==> src/rtl/bist_pkg.sv <==
// Shared types and constants for the ALU BIST engine: state encoding,
// LFSR/MISR widths and feedback tap masks.
package bist_pkg;

    localparam int PAT_W = 34;
    localparam int SIG_W = 17;

    // Feedback masks: LFSR taps 34,27,2,1 and MISR polynomial x^17+x^14+1.
    localparam logic [PAT_W-1:0] LFSR_TAPS = 34'h2_0400_0003;
    localparam logic [SIG_W-1:0] MISR_TAPS = 17'h1_2000;

    typedef enum logic [1:0] {
        ST_IDLE  = 2'd0,
        ST_RUN   = 2'd1,
        ST_DRAIN = 2'd2,
        ST_DONE  = 2'd3
    } state_e;

    function automatic logic [PAT_W-1:0] lfsr_step(input logic [PAT_W-1:0] v);
        return {v[PAT_W-2:0], ^(v & LFSR_TAPS)};
    endfunction

endpackage

==> src/rtl/bist_misr.sv <==
// 17-bit multiple-input signature register compacting {cout, result}.
module bist_misr
    import bist_pkg::*;
(
    input  logic             clk,
    input  logic             rst_n,
    input  logic             clr,
    input  logic             en,
    input  logic [SIG_W-1:0] din,
    output logic [SIG_W-1:0] sig,
    output logic [SIG_W-1:0] sig_next
);

    logic [SIG_W-1:0] sig_q;

    assign sig_next = {sig_q[SIG_W-2:0], ^(sig_q & MISR_TAPS)} ^ din;
    assign sig      = sig_q;

    always_ff @(posedge clk or negedge rst_n) begin
        if (!rst_n) begin
            sig_q <= '0;
        end else if (clr) begin
            sig_q <= '0;
        end else if (en) begin
            sig_q <= sig_next;
        end
    end

endmodule

==> src/rtl/alu_bist_engine.sv <==
// ALU BIST engine: LFSR pattern source, latency-aligned MISR capture, golden compare.
//   state    | meaning
//   ST_IDLE  | waiting for start, nothing driven since reset
//   ST_RUN   | issuing one LFSR pattern per cycle
//   ST_DRAIN | patterns done, waiting RESP_LATENCY cycles for last responses
//   ST_DONE  | signature and pass held until the next start
module alu_bist_engine
    import bist_pkg::*;
#(
    parameter int unsigned      NUM_PATTERNS = 1024,
    parameter int unsigned      RESP_LATENCY = 0,
    parameter logic [PAT_W-1:0] SEED         = 34'h2_AAAA_5555,
    parameter logic [SIG_W-1:0] GOLDEN_SIG   = 17'h0_0000
) (
    input  logic             clk,
    input  logic             rst_n,
    input  logic             start,
    output logic [15:0]      alu_a,
    output logic [15:0]      alu_b,
    output logic [1:0]       alu_sel,
    input  logic [15:0]      alu_result,
    input  logic             alu_cout,
    output logic             busy,
    output logic             done,
    output logic             pass,
    output logic [SIG_W-1:0] signature,
    output logic [15:0]      pattern_cnt
);

    if (SEED == '0) begin : g_bad_seed
        $error("alu_bist_engine: SEED must be nonzero");
    end
    if (NUM_PATTERNS < 1 || NUM_PATTERNS > 65535) begin : g_bad_num
        $error("alu_bist_engine: NUM_PATTERNS out of range 1..65535");
    end
    if (RESP_LATENCY > 3) begin : g_bad_lat
        $error("alu_bist_engine: RESP_LATENCY out of range 0..3");
    end

    localparam logic [3:0] LAT_SEL = 4'b0001 << RESP_LATENCY;

    state_e           state_q, state_d;
    logic [PAT_W-1:0] lfsr_q;
    logic [15:0]      cnt_q;
    logic [1:0]       drain_q;
    logic [2:0]       vld_sr;
    logic [3:0]       vld_tap;
    logic             pass_q;
    logic             start_ok, run_c, last_pat, drain_tc, done_entry, cap_en;
    logic [SIG_W-1:0] misr_next;

    assign run_c      = (state_q == ST_RUN);
    assign start_ok   = start && ((state_q == ST_IDLE) || (state_q == ST_DONE));
    assign last_pat   = run_c && (cnt_q == 16'(NUM_PATTERNS - 1));
    assign drain_tc   = (state_q == ST_DRAIN) && (drain_q == 2'd0);
    assign done_entry = (state_d == ST_DONE) && (state_q != ST_DONE);

    // Tap 0 is the live RUN flag; tap n is that flag delayed n cycles.
    assign vld_tap = {vld_sr, run_c};
    assign cap_en  = |(vld_tap & LAT_SEL);

    always_ff @(posedge clk or negedge rst_n) begin
        if (!rst_n) begin
            state_q <= ST_IDLE;
        end else begin
            state_q <= state_d;
        end
    end

    always_comb begin
        state_d = state_q;
        case (state_q)
            ST_IDLE:  if (start) state_d = ST_RUN;
            ST_RUN:   if (last_pat) state_d = (RESP_LATENCY > 0) ? ST_DRAIN : ST_DONE;
            ST_DRAIN: if (drain_tc) state_d = ST_DONE;
            ST_DONE:  if (start) state_d = ST_RUN;
            default:  state_d = ST_IDLE;
        endcase
    end

    always_comb begin
        busy = 1'b0;
        done = 1'b0;
        case (state_q)
            ST_RUN, ST_DRAIN: busy = 1'b1;
            ST_DONE:          done = 1'b1;
            default:          ;
        endcase
    end

    always_ff @(posedge clk or negedge rst_n) begin
        if (!rst_n) begin
            lfsr_q  <= '0;
            cnt_q   <= '0;
            drain_q <= '0;
            vld_sr  <= '0;
            pass_q  <= 1'b0;
        end else begin
            vld_sr <= {vld_sr[1:0], run_c};
            if (start_ok) begin
                lfsr_q <= SEED;
                cnt_q  <= '0;
                pass_q <= 1'b0;
            end else if (run_c) begin
                lfsr_q <= lfsr_step(lfsr_q);
                cnt_q  <= cnt_q + 16'd1;
            end
            if (last_pat) begin
                drain_q <= 2'(RESP_LATENCY - 1);
            end else if (state_q == ST_DRAIN) begin
                drain_q <= drain_q - 2'd1;
            end
            // Final capture lands on this same edge, so compare the MISR's next value.
            if (done_entry) begin
                pass_q <= (misr_next == GOLDEN_SIG);
            end
        end
    end

    bist_misr u_misr (
        .clk      (clk),
        .rst_n    (rst_n),
        .clr      (start_ok),
        .en       (cap_en),
        .din      ({alu_cout, alu_result}),
        .sig      (signature),
        .sig_next (misr_next)
    );

    assign alu_a       = lfsr_q[33:18];
    assign alu_b       = lfsr_q[17:2];
    assign alu_sel     = lfsr_q[1:0];
    assign pattern_cnt = cnt_q;
    assign pass        = pass_q;

endmodule

==> config.mk <==
export PLATFORM = sky130hd
export DESIGN_NAME = alu_bist_engine
export DESIGN_NICKNAME = d
export VERILOG_FILES = /design/src/rtl/bist_pkg.sv /design/src/rtl/bist_misr.sv /design/src/rtl/alu_bist_engine.sv
export SDC_FILE = /design/constraint.sdc
export NUM_CORES = 1
export LEC_CHECK = 0
export ABC_AREA = 1
export CAP_MARGIN = 0
export CORE_MARGIN = 4
export CORE_UTILIZATION = 44
export DETAILED_ROUTE_END_ITERATION = 10
export PLACE_DENSITY_LB_ADDON = 0.25
export SLEW_MARGIN = 20
export SYNTH_ARGS = -nofsm -noshare
export SYNTH_HDL_FRONTEND = slang
export SYNTH_SLANG_ARGS = --single-unit
==> constraint.sdc <==
create_clock -name clk -period 1.7 [get_ports clk]
set_input_delay 0.34 -clock clk [delete_from_list [all_inputs] [get_ports clk]]
set_output_delay 0.34 -clock clk [all_outputs]
set_load 0.02 [all_outputs]
==> impl_metrics.tcl <==
set metrics [dict create \
    drc 0 \
    fmax_ghz 0.5951 \
    setup_viol 0 \
    ys_types 37 \
    fillerInstances 642 \
    die_area_um2 8989 \
    vias_per_cell 5.055 \
    rows 31 \
    synth_commonest_cells "dfrtp_1, inv_1, nand2_1, nor2_1, o21ai_0" \
    max_cap_viol_count 0 \
    groute.usage.overall_pct 19.14 \
    vias 2831 \
    drive_gt1_share_pct 14.32 \
    ys_ff_latch 72 \
    powerDensity_nw_per_um2 1919 \
    synth_top_cell_by_area "dfrtp_1" \
    n_antenna_cell 0 \
    min_period_ns 1.680 \
    drv_slew 0 \
    status "complete, no violations" \
    synthArstFlopShare_pct 100.0 \
    criticalPathCategory "flip-flop to flip-flop" \
    io_pins 90 \
    rsz0062_at_grt "true" \
    gr-total-overflow 0 \
    clk_pin_slew_ns 0.08 \
    required_ns 1.92 \
    crit_path_end_kind "flip-flop" \
    synthTopCellsByArea "dfrtp_1, inv_1, nand2_1" \
    place.port_buffers 89 \
    num-nets-final 481 \
    final_cell_area_um2 4732 \
    die_h_um 94.81 \
    hp-class "input pin to asynchronous set/reset pin" \
    p_total_mw 9.079 \
    synth_nets 368 \
    netlist_instances 343 \
    grt_max_degree 47 \
    numCtsBuffers 9 \
    ant_nets 0 \
    leakage_nw 2.509 \
    dpl.cell_count 540 \
    arrival_ns 1.90 \
    drt_iter0_drc 105 \
    yosysTopAreaCellShare_pct 54.34 \
    htree_levels 3 \
    avgSynthCellArea_um2 9.667 \
    relSlewSlack_pct 76.34 \
    cts_tree "built" \
    synth_area_um2 3316 \
    finalNonFillerCells 560 \
    post_drt_wl_per_cell_um 14.22 \
    cts-root-buf "clkbuf_8" \
    die_x_um 94.81 \
    dpl_cell_area_um2 4482 \
    synth.most_common_cell "dfrtp_1" \
    synth-edff-count 0 \
    core_area_um2 7292 \
    post-dp-hpwl_mm 5.892 \
    clkLatencyLatePin_ns 0.34 \
    clock_sinks 72 \
    tightest_slew_ns 0.3549 \
    final_hold_viol_count 0 \
    yosysSeqAreaShare_pct 54.34 \
    synth_flop_cell "dfrtp_1" \
    grt_antenna_before_repair 0 \
    grt_pass1_wl_mm 13.39 \
    crit_fanout 24 \
    wl_mm 7.963 \
    grt_pass1_vias 2906 \
    syn_to_final_growth_pct 42.72 \
    worst_setup_path_start_kind "flip-flop" \
    gp_congestion 0.8633 \
    start_util_pct 45.47 \
    fin_util_pct 64.89 \
    yosysWarnings 0 \
    clk_path_buf_depth 2 \
    clock_skew_ns 0.01120 \
    peakVddDrop_mv 1.018 \
    firstDrtPassIters 4 \
    fin_crit_sh_pct 98.85 \
]
[per-layer routing]
metal | vias to the layer above | wire (µm) | GRT usage [%]
met1 | 1366 | 3461 | 24.36
met3 | 13 | 544 | 5.896
met4 | 0 | 106 | 7.212
met5 | - | 0 | 0
li1 | 1366 | - | -
met2 | 86 | 3850 | 30.65
[cells in the final DEF (no fill, tap or decap), drive strengths merged, types with 6 or more instances in the layout]
cell            n
dfrtp          72
inv            58
nand2          40
dlygate4sd2    35
nor2           30
clkdlybuf4s50  29
buf            26
o21ai          24
dlymetal6s2s   22
o22ai          16
a22oi          15
a21oi          13
nand3          12
xnor2          10
xor2           10
clkbuf         10
a22o            7
nor3            6
[through the flow]
step           hold WS, ns  setup slack (ns)  setup TNS (ns)
3_3_place_gp        0.2708          -0.02212        -0.02212
6_report            0.4445           0.01955               0
2_1_floorplan      0.04441           0.03971               0
4_1_cts             0.4495        0.00001377               0
3_5_place_dp        0.2760          -0.03784         -0.1157
5_1_grt             0.4587          -0.07424          -1.316
[registers in the layout, indices dropped and copies added (netlist names)]
register,count
u_misr.sig,17
pattern_cnt,16
lfsr_q,34
pass,1
state_q,2
drain_q,2
[cells by family after synthesis]
kind of cell | synth area share, %
compound gates | 14.91
xor+xnor | 5.283
simple gates | 15.25
fa+ha+maj | 1.887
flops | 54.34
buf+inv | 8.340
[final cells by class]
type | count | area [µm²] | share of cell area, %
timing repair buffer | 113 | 1145 | 24.19
clock buffer | 10 | 127.6 | 2.697
clock inverter | 6 | 42.54 | 0.8990
sequential | 72 | 1803 | 38.10
tap | 99 | 123.9 | 2.618
inverter | 56 | 212.7 | 4.495
multi-input combinational | 204 | 1277 | 27.00
[worst paths after layout]
path                                         endpoint  slack [ns]                  startpoint  cells past startpoint
setup / recovery                lfsr_q[8]$_DFFE_PN0P_        0.02        state_q[1]$_DFF_PN0_                      6
hold / removal                 lfsr_q[21]$_DFFE_PN0P_        0.44                       rst_n                      2
setup reg to reg                lfsr_q[8]$_DFFE_PN0P_        0.02        state_q[1]$_DFF_PN0_                      6
hold reg to reg            pattern_cnt[7]$_DFFE_PN0P_        0.50  pattern_cnt[7]$_DFFE_PN0P_                      1
max in group asynchronous  pattern_cnt[0]$_DFFE_PN0P_        0.68                       rst_n                      3
min in group clk           pattern_cnt[7]$_DFFE_PN0P_        0.50  pattern_cnt[7]$_DFFE_PN0P_                      1
[power breakdown]
group          total (mW)  switching, mW  leakage [nW]  internal (mW)
combinational        5.11           2.86          1.53           2.25
sequential           2.78          0.425         0.895           2.35
clock                1.19          0.653        0.0831          0.534
[critical path, stage by stage, from the launching register on]
cell     delay (ns)
dfrtp_1        0.42
ha_1           0.33
nand2_2        0.11
inv_4          0.05
nor2_4         0.19
buf_4          0.31
a22oi_1        0.14
[repair_timing]
item,4_1_cts,5_1_grt
hold buffers,1,0
endpoints found under the setup margin,39,44
resized for setup,45,35
endpoints found under the hold margin,26,0
pin swaps,0,2
cloned,0,0
buffers inserted,0,3
No activity file was read; power rests on OpenSTA's default activity.
